## src/rtl/mul_pkg.sv

```systemverilog
// Shared definitions for the iterative multiply unit:
// op encodings, op-class helpers and the sequencer state type.
package mul_pkg;

    localparam logic [2:0] MUL_OP_MUL   = 3'd0;
    localparam logic [2:0] MUL_OP_MLA   = 3'd1;
    localparam logic [2:0] MUL_OP_UMULL = 3'd2;
    localparam logic [2:0] MUL_OP_UMLAL = 3'd3;
    localparam logic [2:0] MUL_OP_SMULL = 3'd4;
    localparam logic [2:0] MUL_OP_SMLAL = 3'd5;

    typedef enum logic [1:0] {
        IDLE,
        CALC,
        FIX,
        DONE
    } state_e;

    function automatic logic is_long(input logic [2:0] op);
        return (op == MUL_OP_UMULL) || (op == MUL_OP_UMLAL) ||
               (op == MUL_OP_SMULL) || (op == MUL_OP_SMLAL);
    endfunction

    function automatic logic is_signed(input logic [2:0] op);
        return (op == MUL_OP_SMULL) || (op == MUL_OP_SMLAL);
    endfunction

    function automatic logic is_acc(input logic [2:0] op);
        return (op == MUL_OP_MLA) || (op == MUL_OP_UMLAL) ||
               (op == MUL_OP_SMLAL);
    endfunction

    function automatic logic is_rsvd(input logic [2:0] op);
        return op[2] & op[1];
    endfunction

endpackage

```

## src/rtl/mul_step.sv

```systemverilog
// One shift-add step: adds mcand * bits, shifted to bit
// position pos, into the double-width accumulator.
module mul_step #(
    parameter int WIDTH = 32,
    parameter int BPC   = 1,
    parameter int PW    = $clog2(WIDTH)
) (
    input  logic [2*WIDTH-1:0] acc_i,
    input  logic [WIDTH-1:0]   mcand_i,
    input  logic [BPC-1:0]     bits_i,
    input  logic [PW-1:0]      pos_i,
    output logic [2*WIDTH-1:0] acc_next_o
);

    localparam int DW = 2 * WIDTH;

    logic [DW-1:0] pp;

    assign pp         = (DW'(mcand_i) * DW'(bits_i)) << pos_i;
    assign acc_next_o = acc_i + pp;

endmodule

```

## src/rtl/mul_unit_iter.sv

```systemverilog
// Iterative MUL/MLA/xMULL/xMLAL engine: magnitude shift-add,
// then a single sign-fix and accumulate cycle before DONE.
module mul_unit_iter
    import mul_pkg::*;
#(
    parameter int WIDTH = 32,
    parameter int BPC   = 1
) (
    input  logic             clk,
    input  logic             reset,
    input  logic             start,
    input  logic [2:0]       op,
    input  logic [WIDTH-1:0] a,
    input  logic [WIDTH-1:0] b,
    input  logic [WIDTH-1:0] acc_lo,
    input  logic [WIDTH-1:0] acc_hi,
    output logic             busy,
    output logic             done,
    output logic [WIDTH-1:0] result_lo,
    output logic [WIDTH-1:0] result_hi,
    output logic             flag_n,
    output logic             flag_z
);

    localparam int K  = WIDTH / BPC;
    localparam int PW = $clog2(WIDTH);
    localparam int CW = $clog2(K + 1);
    localparam int DW = 2 * WIDTH;

    state_e           state_q;
    logic [CW-1:0]    cnt_q;
    logic [PW-1:0]    pos_q;
    logic [WIDTH-1:0] mcand_q;
    logic [WIDTH-1:0] mplier_q;
    logic [2:0]       op_q;
    logic             neg_q;
    logic [DW-1:0]    addend_q;
    logic [DW-1:0]    acc_q;
    logic             busy_q;
    logic             done_q;
    logic [WIDTH-1:0] res_lo_q;
    logic [WIDTH-1:0] res_hi_q;
    logic             n_q;
    logic             z_q;

    logic             a_neg;
    logic             b_neg;
    logic [WIDTH-1:0] a_mag;
    logic [WIDTH-1:0] b_mag;
    logic [DW-1:0]    addend_d;
    logic [DW-1:0]    acc_step;
    logic [DW-1:0]    fix_sum;
    logic [WIDTH-1:0] res_lo_d;
    logic [WIDTH-1:0] res_hi_d;
    logic             n_d;
    logic             z_d;

    assign a_neg = is_signed(op) & a[WIDTH-1];
    assign b_neg = is_signed(op) & b[WIDTH-1];
    assign a_mag = a_neg ? -a : a;
    assign b_mag = b_neg ? -b : b;

    always_comb begin
        addend_d = '0;
        if (is_acc(op)) begin
            if (is_long(op)) addend_d = {acc_hi, acc_lo};
            else             addend_d = {{WIDTH{1'b0}}, acc_lo};
        end
    end

    mul_step #(
        .WIDTH (WIDTH),
        .BPC   (BPC),
        .PW    (PW)
    ) u_step (
        .acc_i      (acc_q),
        .mcand_i    (mcand_q),
        .bits_i     (mplier_q[BPC-1:0]),
        .pos_i      (pos_q),
        .acc_next_o (acc_step)
    );

    always_comb begin
        fix_sum  = (neg_q ? -acc_q : acc_q) + addend_q;
        res_lo_d = fix_sum[WIDTH-1:0];
        res_hi_d = is_long(op_q) ? fix_sum[DW-1:WIDTH] : '0;
        if (is_rsvd(op_q)) begin
            res_lo_d = '0;
            res_hi_d = '0;
        end
        n_d = is_long(op_q) ? res_hi_d[WIDTH-1] : res_lo_d[WIDTH-1];
        z_d = ({res_hi_d, res_lo_d} == '0);
    end

    // Counter walks K..1 while stepping; the zero cycle hands over to FIX.
    always_ff @(posedge clk or posedge reset) begin
        if (reset) begin
            state_q  <= IDLE;
            cnt_q    <= '0;
            pos_q    <= '0;
            mcand_q  <= '0;
            mplier_q <= '0;
            op_q     <= '0;
            neg_q    <= 1'b0;
            addend_q <= '0;
            acc_q    <= '0;
            busy_q   <= 1'b0;
            done_q   <= 1'b0;
            res_lo_q <= '0;
            res_hi_q <= '0;
            n_q      <= 1'b0;
            z_q      <= 1'b0;
        end else begin
            unique case (state_q)
                IDLE, DONE: begin
                    done_q  <= 1'b0;
                    state_q <= IDLE;
                    if (start) begin
                        mcand_q  <= a_mag;
                        mplier_q <= b_mag;
                        op_q     <= op;
                        neg_q    <= a_neg ^ b_neg;
                        addend_q <= addend_d;
                        acc_q    <= '0;
                        cnt_q    <= CW'(K);
                        pos_q    <= '0;
                        busy_q   <= 1'b1;
                        state_q  <= CALC;
                    end
                end
                CALC: begin
                    if (cnt_q == '0) begin
                        state_q <= FIX;
                    end else begin
                        acc_q    <= acc_step;
                        mplier_q <= mplier_q >> BPC;
                        pos_q    <= pos_q + PW'(BPC);
                        cnt_q    <= cnt_q - CW'(1);
                    end
                end
                FIX: begin
                    res_lo_q <= res_lo_d;
                    res_hi_q <= res_hi_d;
                    n_q      <= n_d;
                    z_q      <= z_d;
                    busy_q   <= 1'b0;
                    done_q   <= 1'b1;
                    state_q  <= DONE;
                end
            endcase
        end
    end

    assign busy      = busy_q;
    assign done      = done_q;
    assign result_lo = res_lo_q;
    assign result_hi = res_hi_q;
    assign flag_n    = n_q;
    assign flag_z    = z_q;

endmodule

```

## config.mk

```make
export PLATFORM = sky130hd
export DESIGN_NAME = mul_unit_iter
export DESIGN_NICKNAME = d
export VERILOG_FILES = /design/src/rtl/mul_pkg.sv /design/src/rtl/mul_step.sv /design/src/rtl/mul_unit_iter.sv
export SDC_FILE = /design/constraint.sdc
export NUM_CORES = 1
export LEC_CHECK = 0
export ABC_AREA = 1
export CAP_MARGIN = 0
export CORE_ASPECT_RATIO = 2
export CORE_MARGIN = 3
export CORE_UTILIZATION = 35
export DETAILED_ROUTE_END_ITERATION = 8
export PLACE_DENSITY = 0.52
export RECOVER_POWER = 100
export SLEW_MARGIN = 20
export SYNTH_ARGS = -nofsm -noshare
export SYNTH_HDL_FRONTEND = slang
export SYNTH_SLANG_ARGS = --single-unit
```

## constraint.sdc

```tcl
create_clock -name clk -period 10.25 [get_ports clk]
set_input_delay 1.5375 -clock clk [delete_from_list [all_inputs] [get_ports clk]]
set_output_delay 1.5375 -clock clk [all_outputs]
set_load 0.05 [all_outputs]
```

# Yosys cells after proc, flatten, opt, wreduce, memory -nomap -nowiden
# Index checks and enable logic that the tools add are counted.
[word_totals]
ff_bits = 277
latch_bits = 0
ram_bits = 0
romBits = 0
memories = 0
[op_classes]
add_sub_neg = 7
mul = 1
n_div = 0
n_lt_le_gt_ge = 0
eq_ne = 15
shifts = 1
n_mux = 27
n_bitwise = 4
n_reduce_logical = 18
[ops]
columns = ["cell", "n"]
rows = [
  ["64-bit 2-to-1 mux", 5],
  ["32-bit 2-to-1 mux", 7],
  ["64-bit adder", 2],
  ["64-bit case mux with 2 select lines", 1],
  ["64-bit zero test", 1],
  ["32-bit negation", 2],
  ["64-bit negation", 1],
  ["32-bit case mux with 2 select lines", 1],
  ["33-bit by 5-bit left shift with 64-bit output", 1],
  ["32-bit by 1-bit multiplier with 33-bit output", 1],
  ["3-bit by 2-bit == test with 1-bit output (second input constant)", 4],
  ["3-bit == test (second input constant)", 4],
  ["6-bit 2-to-1 mux", 2],
  ["6-bit case mux with 2 select lines", 1],
  ["5-bit 2-to-1 mux", 2],
  ["5-bit case mux with 2 select lines", 1],
  ["1-bit logical OR", 9],
  ["6-bit zero test", 1],
  ["2-bit != test (second input constant)", 3],
  ["2-bit case mux with 3 select lines", 1],
  ["6-bit by 1-bit subtractor with 6-bit output (second input constant)", 1],
  ["5-bit by 1-bit adder with 5-bit output (second input constant)", 1],
  ["2-bit == test (second input constant)", 2],
  ["1-bit case mux with 2 select lines", 2],
  ["11 further kinds", 17],
]

# Longest topological paths before layout
[logic_depth]
depth_word = 7
ltp_mapped = 33
depth_no_buf = 33

# Hierarchy
# Synthesis repeated with hierarchy kept, for this count alone.
[hier_totals]
hier_cells = 4964
hier_area_um2 = 28641.2
[by_module_without_submodules]
columns = ["module", "n_inst", "cells_each", "area_each_um2", "seq_area_each_um2"]
rows = [
  ["mul_unit_iter", 1, 3161, 20385.8, 6906.6],
  ["mul_step", 1, 1803, 8255.4, 0.0],
]

# Worst setup path after synthesis
# Ideal clock, no wire load.
[synth_path]
path_type = "register to register"
startpoint = "reg acc_q[1]"
endpoint = "reg z_q, in the netlist flag_z"
arrival_time_ns = 3.441
required_ns = 10.184
setup_slack_ns = 6.743
path_stages_with_launch = 32
n_path_buf = 0
cell_sequence = "dfrtp_1 -> inv_1 -> ha_1 -> inv_1 -> nor2_2 -> nand3_2 -> nor2_4 -> nand2_4 -> nor2_8 -> nand2_4 -> nor2_4 -> nand2_2 -> o31ai_4 -> o21ai_2 -> xor2_1 -> ha_1 -> nand2_1 -> inv_1 -> nand2_1 -> nor2_1 -> nand2_1 -> nor3_1 -> nand2_1 -> nand2_1 -> nand2_1 -> nand3_1 -> nand2_1 -> nor2_1 -> nand2_1 -> nor2_1 -> nand3_1 -> nand2_1"
[synth_via]
elab_chain_len = 6
elab_cells_between_ends = 7
[synth_rtl]
columns = ["item", "line_no", "rtl"]
rows = [
  ["from (decl)", "mul_unit_iter.sv:38", "logic [DW-1:0] acc_q;"],
  ["from (signal assigned)", "mul_unit_iter.sv:135", "acc_q <= acc_step;"],
  ["64-bit negation", "mul_unit_iter.sv:84", "fix_sum = (neg_q ? -acc_q : acc_q) + addend_q;"],
  ["64-bit 2-to-1 mux (*)", "mul_unit_iter.sv:84", ""],
  ["64-bit adder (*)", "mul_unit_iter.sv:84", ""],
  ["32-bit 2-to-1 mux", "mul_unit_iter.sv:86", "res_hi_d = is_long(op_q) ? fix_sum[DW-1:WIDTH] : '0;"],
  ["32-bit 2-to-1 mux", "mul_unit_iter.sv:87", "if (is_rsvd(op_q)) begin"],
  ["64-bit zero test (*)", "mul_unit_iter.sv:92", "z_d = ({res_hi_d, res_lo_d} == '0);"],
  ["to (signal assigned)", "mul_unit_iter.sv:145", "z_q <= z_d;"],
  ["to (decl)", "mul_unit_iter.sv:44", "logic z_q;"],
]
# Mark *: on every way between the ends. The rest lies on a longest branch, timed or not.
# A chain may end at the register's enable or synchronous reset.

# Final worst setup path
[layout_path]
startpoint = "in start"
endpoint = "reg pos_q[4]"
[layout_via]
elab_chain_len = 2
[layout_rtl]
columns = ["item", "line_no", "rtl"]
rows = [
  ["from (decl)", "mul_unit_iter.sv:11", "input logic start,"],
  ["2-bit != test (no line)", "n/a", ""],
  ["3-bit AND reduction (no line)", "n/a", ""],
  ["to (signal assigned)", "mul_unit_iter.sv:137", "pos_q <= pos_q + PW'(BPC);"],
  ["to (decl)", "mul_unit_iter.sv:32", "logic [PW-1:0] pos_q;"],
]
# Every way passes these cells.

==> summary.md <==
| Metric | Value |
|---|---|
| Slew HR | `-2.22` |
| End point of the critical path | `pos_q[4]$_DFFE_PP0P_` |
| Cell variety after synth | `60` |
| FF-to-FF End | `flag_z$_DFFE_PP0P_` |
| Post-synth EDFFs | `0` |
| Setup skew after layout | `24.1 ps` |
| Post-route setup TNS | `0 ps` |
| CTS sink cnt | `276` |
| Placed cell areas | `about 29000 µm²` |
| Worst Setup End Kind | `register` |
| Top post-synthesis cells by area | `dfrtp_1, nand2_1, inv_1, o21ai_0, ha_1` |
| Yosys top cell area share | `0.264` |
| First-pass GRT wire length | `~160000 µm` |
| Post-CTS resize count | `0` |
| Ys flop type | `dfrtp_1` |
| Boundary Pins | `202` |
| R2r startpoint | `neg_q$_DFFE_PP0P_` |
| GR Util All Layers | `0.269` |
| Outcome | `complete, but fails checks` |
| Die X | `around 200 µm` |
| Seq/Total Area, Yosys | `0.264` |
| Tcrit/Tclk final | `0.733` |
| Worst hold-check path type | `register to register` |
| Most frequent cell after synthesis | `nand2_1` |
| Actual slew at the worst max-slew pin | `just under 5000 ps` |
| Failing checks | `max-capacitance violations, max-slew violations` |
| Clock Latency Late Sink | `630 ps` |
| Yosys warning count | `0` |
| H-tree levels | `1` |
| Routed vias/inst | `approximately 5` |
| Drt wl/cell | `19.8 µm` |
| Reg2reg path depth | `20` |
| Final Hold Violating Endpoints | `0` |
| Final count of pins violating max slew | `456` |
| Initial antenna violation count | `4` |
| Post-Syn Instances | `4277` |
| Unrepaired setup endpoints after global routing | `false` |
| Final core utilization | `0.406` |
| Synth area leader | `dfrtp_1` |
| Residual DRC | `0` |
| Initial core utilization | `0.354` |
| DP HPWL | `88700 µm` |
| Setup Buffers After CTS | `0` |
| CP startpoint | `start` |
| Core Box Area | `74100 µm²` |
| Final Cell Area | `30100 µm²` |
| Min Hold Slack | `around 470 ps` |
| Nets | `4696` |
| CTS tree | `done` |
| Drt first pass iters | `9` |
| Highest Clock Rate | `133 MHz` |
| Largest net degree at the start of global routing | `110` |
| Number of global-route vias before repair | `27.4k` |
| Post-route ant nets | `0` |
| Synth-to-Final Area Change | `14.9%` |
| CTS Root Cell | `clkbuf_16` |
| Die area | `78400 µm²` |
| Final setup viols | `0` |
| Max Cap Viol | `7` |
| Layout cells sized above 1 | `0.0354` |
| Post-Syn Nets | `4559` |
| CP arrival | `8020 ps` |
| GPL Wtd Cong | `1.02` |
| CP startpoint kind | `primary input` |
| Min cycle time layout | `7510 ps` |
| Total CTS buffers | `29` |
| Crit Path Class | `primary input to register` |
| Gr ovfl total | `0` |
| Std-Cell Rows | `about 140` |
| Port bufs | `201` |
| Die Ht | `393 µm` |
| Ys async rst share | `1.00` |
| Seq cells post-synth | `about 280` |
| Worst reg2reg setup slack | `between 3000 and 4000 ps` |
| CTS Buffer Depth | `3` |
| Worst Path Required | `between 10000 and 15000 ps` |
| DRT iter0 DRCs | `1186` |
| Hold Buf Count CTS | `0` |
| Clock-pin slew on the worst setup and hold paths | `70 ps` |
| Syn Std Cell Area | `26200 µm²` |
| Post-Route WL | `roughly 110000 µm` |
| Worst hold stages | `2` |
| Max FO, Critical Path | `64` |
| Mean post-synth cell area | `6.13 µm²` |
| Vias | `between 20k and 30k` |
| Top cells by count, synth | `nand2_1, inv_1, o21ai_0` |
## state kept, by name, summed over array words and instances (netlist names), 2 cells and up
signal     cells
cnt_q          6
acc_q         64
mcand_q       32
addend_q      64
result_hi     32
state_q        2
op_q           2
result_lo     32
mplier_q      32
pos_q          5
## worst min path at each step
stage | startpoint | to
after floorplan | mcand_q[29]$_DFFE_PP0P_ | mcand_q[29]$_DFFE_PP0P_
after global placement | flag_z$_DFFE_PP0P_ | flag_z$_DFFE_PP0P_
after detailed placement | result_hi[14]$_DFFE_PP0P_ | result_hi[14]$_DFFE_PP0P_
after CTS | result_hi[14]$_DFFE_PP0P_ | result_hi[14]$_DFFE_PP0P_
after global routing | flag_z$_DFFE_PP0P_ | flag_z$_DFFE_PP0P_
final | result_hi[14]$_DFFE_PP0P_ | result_hi[14]$_DFFE_PP0P_
## layer usage
layer,global-route usage,up-vias,wire [µm]
li1,-,14013,-
met1,0.258,12370,36800
met2,0.528,635,57800
met3,0.0191,271,2900
met4,0.190,0,9010
met5,0,-,0
## layout make-up
class,count,area [µm²]
sequential,276,6910
timing repair buffer,229,2200
antenna,3,7.51
tap,929,1160
multi-input combinational,3197,16300
inverter,681,2560
fill,8198,44000
clock buffer,35,788
clock inverter,17,223
## stage by stage
stage	worst slack, ps	std cells
2_1_floorplan	1100	4277
5_1_grt	2130	5367
4_1_cts	4260	5364
3_3_place_gp	4210	5312
3_5_place_dp	4280	5312
6_report	2740	5367
## layout by cell type (no fill, tap or decap), types with 10 or more instances in the layout
cell type / n
o22ai_1: 27
nand3_1: 192
xnor2_1: 16
o21ai_0: 461
clkdlybuf4s50_1: 131
clkbuf_1: 12
nand2_1: 1309
dfrtp_1: 276
a21o_1: 10
nand3b_1: 23
mux2i_1: 27
nor2_1: 390
xor2_1: 86
clkinv_1: 10
nand4_1: 25
o31ai_1: 16
buf_4: 17
a31oi_1: 28
ha_1: 146
a21oi_1: 228
inv_2: 14
clkbuf_16: 29
inv_1: 655
o211ai_1: 30
nor2_2: 17
o21ai_1: 14
dlygate4sd3_1: 70
nor3_1: 35
nor4_1: 20
## kinds of logic (layout without fill, tap and decap cells)
group	after synthesis	count (layout)	share of synthesized area
compound gates	852	852	0.177
xor+xnor	102	102	0.0341
flops	276	276	0.264
buf+inv	804	962	0.116
other cells	0	3	0
fa+ha+maj	148	148	0.0712
mux	28	28	0.0107
simple gates	2067	2067	0.327
## worst max-delay path: stages
cell,delay [ps]
dlygate4sd3_1,620
nand2_1,1410
inv_1,160
a21oi_1,260
inv_1,100
o21ai_4,60
clkbuf_1,1860
inv_2,790
buf_4,620
nand2_1,230
o21ai_0,90
nor3b_1,170
Power is left out: the tool's default activity adds up to more than one toggle a clock period on the data nets, which glitch-free logic cannot reach.
